==> src/rtl/dpu_csr_apb_initiator.sv <==
// ============================================================================
// Module   : dpu_csr_apb_initiator
// Purpose  : Command/response to single APB3 transfer initiator for the DPU
//            CSR bus. Optional ACCESS-phase timeout under APB_TIMEOUT_EN.
// Revision : 1.0 - initial release
// ============================================================================
`default_nettype none

module dpu_csr_apb_initiator #(
    parameter int APB_WIDTH_AD = 32,
    parameter int APB_WIDTH_DA = 32,
    parameter int TIMEOUT_CYC  = 255
) (
    input  logic                    PRESETn,
    input  logic                    PCLK,
    input  logic                    cmd_valid,
    output logic                    cmd_ready,
    input  logic                    cmd_write,
    input  logic [APB_WIDTH_AD-1:0] cmd_addr,
    input  logic [APB_WIDTH_DA-1:0] cmd_wdata,
    output logic                    rsp_valid,
    input  logic                    rsp_ready,
    output logic [APB_WIDTH_DA-1:0] rsp_rdata,
    output logic                    rsp_error,
    output logic                    busy,
    output logic                    PSEL,
    output logic                    PENABLE,
    output logic [APB_WIDTH_AD-1:0] PADDR,
    output logic                    PWRITE,
    output logic [APB_WIDTH_DA-1:0] PWDATA,
    input  logic [APB_WIDTH_DA-1:0] PRDATA,
    input  logic                    PREADY,
    input  logic                    PSLVERR
);

    typedef enum logic [1:0] {
        S_IDLE   = 2'd0,
        S_SETUP  = 2'd1,
        S_ACCESS = 2'd2,
        S_RESP   = 2'd3
    } state_t;

    state_t                  state_q, state_d;
    logic                    psel_q, psel_d;
    logic                    penable_q, penable_d;
    logic [APB_WIDTH_AD-1:0] paddr_q, paddr_d;
    logic                    pwrite_q, pwrite_d;
    logic [APB_WIDTH_DA-1:0] pwdata_q, pwdata_d;
    logic                    rsp_valid_q, rsp_valid_d;
    logic [APB_WIDTH_DA-1:0] rsp_rdata_q, rsp_rdata_d;
    logic                    rsp_error_q, rsp_error_d;

`ifdef APB_TIMEOUT_EN
    localparam int unsigned           c_CNT_W = $clog2(TIMEOUT_CYC + 1);
    localparam logic [c_CNT_W-1:0]    c_LIMIT = c_CNT_W'(TIMEOUT_CYC);
    logic [c_CNT_W-1:0]               cnt_q, cnt_d;
`endif

    always_ff @(posedge PCLK or negedge PRESETn) begin
        if (!PRESETn) begin
            state_q     <= S_IDLE;
            psel_q      <= 1'b0;
            penable_q   <= 1'b0;
            paddr_q     <= '0;
            pwrite_q    <= 1'b0;
            pwdata_q    <= '0;
            rsp_valid_q <= 1'b0;
            rsp_rdata_q <= '0;
            rsp_error_q <= 1'b0;
`ifdef APB_TIMEOUT_EN
            cnt_q       <= '0;
`endif
        end else begin
            state_q     <= state_d;
            psel_q      <= psel_d;
            penable_q   <= penable_d;
            paddr_q     <= paddr_d;
            pwrite_q    <= pwrite_d;
            pwdata_q    <= pwdata_d;
            rsp_valid_q <= rsp_valid_d;
            rsp_rdata_q <= rsp_rdata_d;
            rsp_error_q <= rsp_error_d;
`ifdef APB_TIMEOUT_EN
            cnt_q       <= cnt_d;
`endif
        end
    end

    always_comb begin
        state_d     = state_q;
        psel_d      = psel_q;
        penable_d   = penable_q;
        paddr_d     = paddr_q;
        pwrite_d    = pwrite_q;
        pwdata_d    = pwdata_q;
        rsp_valid_d = rsp_valid_q;
        rsp_rdata_d = rsp_rdata_q;
        rsp_error_d = rsp_error_q;
`ifdef APB_TIMEOUT_EN
        cnt_d       = cnt_q;
`endif
        case (state_q)
            S_IDLE: begin
                if (cmd_valid) begin
                    pwrite_d  = cmd_write;
                    paddr_d   = cmd_addr;
                    // Reads drive zero on PWDATA rather than stale data
                    pwdata_d  = cmd_write ? cmd_wdata : '0;
                    psel_d    = 1'b1;
                    penable_d = 1'b0;
                    state_d   = S_SETUP;
                end
            end
            S_SETUP: begin
                penable_d = 1'b1;
                state_d   = S_ACCESS;
`ifdef APB_TIMEOUT_EN
                cnt_d     = '0;
`endif
            end
            S_ACCESS: begin
                if (PREADY) begin
                    rsp_rdata_d = pwrite_q ? '0 : PRDATA;
                    rsp_error_d = PSLVERR;
                    psel_d      = 1'b0;
                    penable_d   = 1'b0;
                    rsp_valid_d = 1'b1;
                    state_d     = S_RESP;
                end
`ifdef APB_TIMEOUT_EN
                // A responder that never answers is abandoned with an error
                else if (cnt_q == c_LIMIT) begin
                    rsp_rdata_d = '0;
                    rsp_error_d = 1'b1;
                    psel_d      = 1'b0;
                    penable_d   = 1'b0;
                    rsp_valid_d = 1'b1;
                    state_d     = S_RESP;
                end else begin
                    cnt_d = cnt_q + c_CNT_W'(1);
                end
`endif
            end
            S_RESP: begin
                if (rsp_ready) begin
                    rsp_valid_d = 1'b0;
                    state_d     = S_IDLE;
                end
            end
            default: state_d = S_IDLE;
        endcase
    end

    assign cmd_ready = (state_q == S_IDLE);
    assign busy      = (state_q != S_IDLE);
    assign PSEL      = psel_q;
    assign PENABLE   = penable_q;
    assign PADDR     = paddr_q;
    assign PWRITE    = pwrite_q;
    assign PWDATA    = pwdata_q;
    assign rsp_valid = rsp_valid_q;
    assign rsp_rdata = rsp_rdata_q;
    assign rsp_error = rsp_error_q;

endmodule

`default_nettype wire

==> config.mk <==
export PLATFORM = sky130hd
export DESIGN_NAME = dpu_csr_apb_initiator
export DESIGN_NICKNAME = d
export VERILOG_FILES = /design/src/rtl/dpu_csr_apb_initiator.sv
export SDC_FILE = /design/constraint.sdc
export NUM_CORES = 1
export LEC_CHECK = 0
export CAP_MARGIN = 20
export CORE_UTILIZATION = 40
export CTS_CLUSTER_DIAMETER = 30
export DETAILED_ROUTE_END_ITERATION = 10
export GPL_TIMING_DRIVEN = 0
export PLACE_DENSITY = 0.79
export SYNTH_ARGS = -nofsm -noshare
export SYNTH_HDL_FRONTEND = slang
export SYNTH_SLANG_ARGS = --single-unit
==> constraint.sdc <==
create_clock -name PCLK -period 2.4 [get_ports PCLK]
set_clock_uncertainty 0.15 [all_clocks]
set_input_delay 0.24 -clock PCLK [delete_from_list [all_inputs] [get_ports PCLK]]
set_output_delay 0.24 -clock PCLK [all_outputs]
set_load 0.02 [all_outputs]
* Word level (Yosys, flattened, before mapping)
Cells that the tools add are included.
** Word-level totals
- Register bits after elaboration :: 103
- Input port bits :: 103
- Output and inout bits :: 103
- Word-level logic and storage cells :: 40
** Operators by class
- Eq/ne operators :: 6
- Mux-type cells :: 14
- Reductions and logical operators :: 11
** Operator list (number)
- $mux 32 :: 2
- $reduce_and 3->1 :: 4
- $pmux 2 s4 :: 1
- $mux 2 :: 3
- $ne 2x2->1 const B :: 3
- $reduce_bool 2->1 :: 3
- $mux 1 :: 5
- $eq 2x2->1 const B :: 2
- $pmux 1 s2 :: 2
- $reduce_and 2->1 :: 2
- $pmux 1 s3 :: 1
- $reduce_bool 3->1 :: 1
- $eq 2x1->1 const B :: 1
- $logic_not 2->1 :: 1

* Depth between registers and ports, before layout
- Depth in word-level cells :: 3
- Mapped depth :: 7
- Depth with buffers taken out :: 5

* Least setup slack after synthesis
Ideal clock, no wire load.
- Kind :: reg-to-reg
- Start :: register state_q[0]
- End :: register state_q[1]
- Library setup time :: 0.125 ns
- Data arrival time :: 1.534 ns
- Required time :: 2.125 ns
- Path slack :: 0.591 ns
- Stages on the path, launching flop included :: 6
- Path buffers :: 0
- Period minus slack after synthesis :: 1.809 ns
- Cell sequence :: dfrtp_1 > inv_1 > ha_1 > nor2b_1 > a211oi_2 > mux2_2
** Between the ends
- Cells in the longest elaborated chain, start to end :: 3
- Elaborated cells between the ends (all ways) :: 9
- Those cells by class :: eq/ne: 6; mux: 1; reduce/logical: 2
** Ends and longest elaborated chain
- start, declared :: line 43 : state_t state_q, state_d;
- start signal, assigned :: line 74 : state_q <= state_d;
- $logic_not 2->1 (*)
- net cmd_ready :: line 17 : output logic cmd_ready,
- $ne 2x2->1 (no line)
- $reduce_and 3->1 (no line)
Mark *: on every way through the listed nets, which the timed path passes. The rest lies on a longest branch.
A chain may end at the register's enable or synchronous reset.

* Worst setup path in the final report
- Start :: register state_q[1]
- End :: output busy
** Between the ends
- Cells in the longest elaborated chain, start to end :: 1
** Ends and longest elaborated chain
- $reduce_bool 2->1 :: line 155 : assign busy = (state_q != S_IDLE);
- end, declared :: line 25 : output logic busy,
Every way passes these cells.

==> results <==
-- registers in the layout, summed over array words and instances (netlist names) --
signal	count
rsp_error	1
rsp_rdata	32
PWRITE	1
rsp_valid	1
PADDR	32
PWDATA	32
PENABLE	1
PSEL	1
state_q	2
-- critical path, cell delays in order (launching register included) --
cell and delay [ps]:
dfrtp_1 450, inv_1 110, ha_1 260, inv_1 100, clkdlybuf4s50_1 610
-- layout make-up --
| cell class | instances | area, sq um |
|---|---|---|
| clock inverters | 3 | 42.54 |
| multi-input cells | 253 | 1486 |
| plain buffers | 24 | 111.4 |
| repair buffers | 206 | 2077 |
| flip-flops and latches | 103 | 2577 |
| clock buffers | 12 | 155.1 |
| well taps | 133 | 166.4 |
| fillers | 786 | 3323 |
| inverters | 4 | 15.01 |
-- kinds of logic after synthesis --
| logic type | synth area share, % |
|---|---|
| compound gates | 8.659 |
| simple gates | 14.81 |
| buf+inv | 3.016 |
| fa+ha+maj | 2.090 |
| flops | 61.51 |
| mux | 9.913 |
-- synthesized netlist by cell type, types with 2 or more instances --
cell      number
ha_1           7
mux2_2         3
nor2b_1        4
clkbuf_1       9
nand2_1       98
buf_2         14
o21ai_1        5
inv_1          4
o21ai_0       61
dfrtp_1      103
nor3_1         2
nand2b_1      32
mux2_1        33
-- power by group through the flow --
| stage | sequential (mW) | clock, mW | combinational (mW) |
|---|---|---|---|
| 2_1_floorplan | 3.91 | 0 | 1.20 |
| 3_3_place_gp | 2.96 | 0 | 4.23 |
| 3_5_place_dp | 3.00 | 0 | 4.33 |
| 4_1_cts | 2.97 | 1.14 | 4.35 |
| 5_1_grt | 3.06 | 1.20 | 4.60 |
| 6_report | 2.96 | 1.10 | 4.29 |
-- path summary, 6_finish.rpt --
kind	startpoint	endpoint
max	state_q[1]	busy
min	cmd_write	PWDATA[31]
max reg2reg	state_q[1]	PADDR[24]
min reg2reg	rsp_rdata[1]	rsp_rdata[1]
max in group asynchronous	PRESETn	PWDATA[24]
min in group asynchronous	PRESETn	rsp_rdata[17]
-- metal layers --
layer  up-vias  share of wire (%)
met5         -              0.099
met4         2                3.0
met3        28                6.5
met2       139                 49
met1      1693                 42
li1       1691                  -
-- repair_timing --
| item | 4_1_cts | 5_1_grt |
|---|---|---|
| gates resized for setup | 0 | 0 |
| hold buffers | 1 | 0 |
| hold endpoints to repair | 37 | 0 |
==> impl_summary.log <==
[metrics] final design instance area without fill: 6631 sq um
[metrics] clock network latency to the later pin of the worst-skew pair: 360 ps
[metrics] leakage power figure: 2.868 nW
[metrics] die footprint: 10890 sq um
[metrics] Placeable Area: 9955 sq um
[metrics] status: complete, no violations
[metrics] final critical-path share of the clock period: 94.72%
[metrics] cell types occupying the most area after synthesis: dfrtp_1 (62%), mux2_1 (8.9%), nand2_1 (8.8%)
[metrics] final hold slack: 100.3 ps
[metrics] root buffer cell: clkbuf_8
[metrics] kind of start point of the critical path: flop
[metrics] mean number of vias per cell: 4.814
[metrics] global route overflow: 0
[metrics] Most used DFF post-synth: dfrtp_1
[metrics] cell area power density: 1258 nW/um^2
[metrics] kind of end point of the critical path: output port
[metrics] met1 capacity usage during global routing: 25.14%
[metrics] RePlAce Congestion: 0.8068
[metrics] met3 Use GR: 5.075%
[metrics] GR met2 Demand/Resource: 36.14%
[metrics] number of diodes: 0
[metrics] number of pins with negative max-slew slack in the final report: 0
[metrics] count of boundary I/O pins: 206
[metrics] Worst Reg-to-Reg Cells: 5
[metrics] DR WL/cell: 15.08 microns
[metrics] final-report setup violation count: 0
[metrics] combinational group share of total power: 51.4%
[metrics] Non-Filler Instances: 738
[metrics] post-route setup slack: 126.7 ps
[metrics] mean instance size in the synthesized netlist: 10.91 sq um
[metrics] Pwr Total: 8.344 mW
[metrics] number of post-CTS setup repair buffers: 0
[metrics] kind of critical path: reg -> out
[metrics] async set-reset flop share out of synthesis: 100.0%
[metrics] unrepaired setup endpoints after global routing: false
[metrics] aggregate negative setup slack: 0 ps
[metrics] Crit path arrival time: 1880 ps
[metrics] number of remaining DRC errors: 0
[metrics] placed cell areas: 6424 sq um
[metrics] fraction of layout instances using a drive strength above 1: 5.950%
[metrics] clock tree buffer depth: 2
[metrics] top cell type's share of synthesized area: 61.51%
[metrics] clock network fraction of design power: 13.1%
[metrics] clk sink count: 103
[metrics] clock tree from TritonCTS: built
[metrics] leading cell types in the layout, fill and taps excluded: clkdlybuf4s50_1 (203), dfrtp_1 (103), nand2_1 (98), o21ai_0 (61), mux2_1 (33)
[metrics] Post-Syn Area: 4190 sq um
[metrics] Placement Setup Slack: 476.4 ps
[metrics] CTS H-Tree Depth: 3
[metrics] clock buffer count from CTS: 9
[metrics] wire length of the first global-routing pass: 18.21 mm
[metrics] fraction of power consumed by sequential logic: 35.5%
[metrics] total vias in the final route: 3553
[metrics] die extent in y: 104.4 microns
[metrics] maximum number of pins on one net before global-route repair: 67
[metrics] synthesized instance count: 384
[metrics] worst slew pin tran: 512.7 ps
[metrics] number of nets in the synthesized netlist: 494
[metrics] Detailed Place HPWL: 8.523 mm
[metrics] Register-to-Register Setup Slack: 480 ps
[metrics] number of DRC violations after detailed-routing iteration 0: 82
[metrics] number of routed nets with antenna violations: 0
[metrics] count of input and output buffers: 204
[metrics] sequential fraction of the synthesis area: 61.51%
[metrics] effective utilization at floorplan: 42.09%
[metrics] Max-cap violations: 0
[metrics] number of failing hold endpoints at the final stage: 0
[metrics] clock input transition at the sequential cells of the worst setup and hold paths: 90 ps
[metrics] Final Util: 66.62%
[metrics] synthesis-stage register bit count: 103
[metrics] switching power of the nets: 3.175 mW
[metrics] maximum VDD drop: 0.5926 mV
[metrics] number of cells in the design after placement: 722
[metrics] via count of the first global-routing pass: 3712
[metrics] width of the die: 104.4 microns
[metrics] EDFF count, synth: 0
[metrics] crit path max fanout: 6
[metrics] Total Nets Final: 711
[metrics] most crowded layer after global routing: met2
[metrics] area added between synthesis and finish: 58.26%
[metrics] Hold/Removal Path Class: in -> reg
[metrics] Fmax achieved: 439.9 MHz
[metrics] iteration count of the initial detailed-routing pass: 4
[metrics] worst slew margin relative to its limit: 65.82%
[metrics] number of core rows: 36
[metrics] cell taking the most area after synthesis: dfrtp_1
[metrics] required arrival time at the worst endpoint: 2010 ps
[metrics] leading cell type in the layout, fill and taps excluded: clkdlybuf4s50_1
[metrics] Min-Delay Path Depth: 3
[metrics] number of library cell types mapped by synthesis: 22
[metrics] final worst path period need: 2273 ps
[metrics] combined global-route utilization of all metal layers: 21.16%
[metrics] total number of yosys warnings: 0
[metrics] final wirelength: 11.13 mm
[metrics] antenna violations before repair: 1
[metrics] Internal Pwr Total: 5.169 mW
[metrics] switching share of power: 38.05%
(Power assumes the default switching activity.)
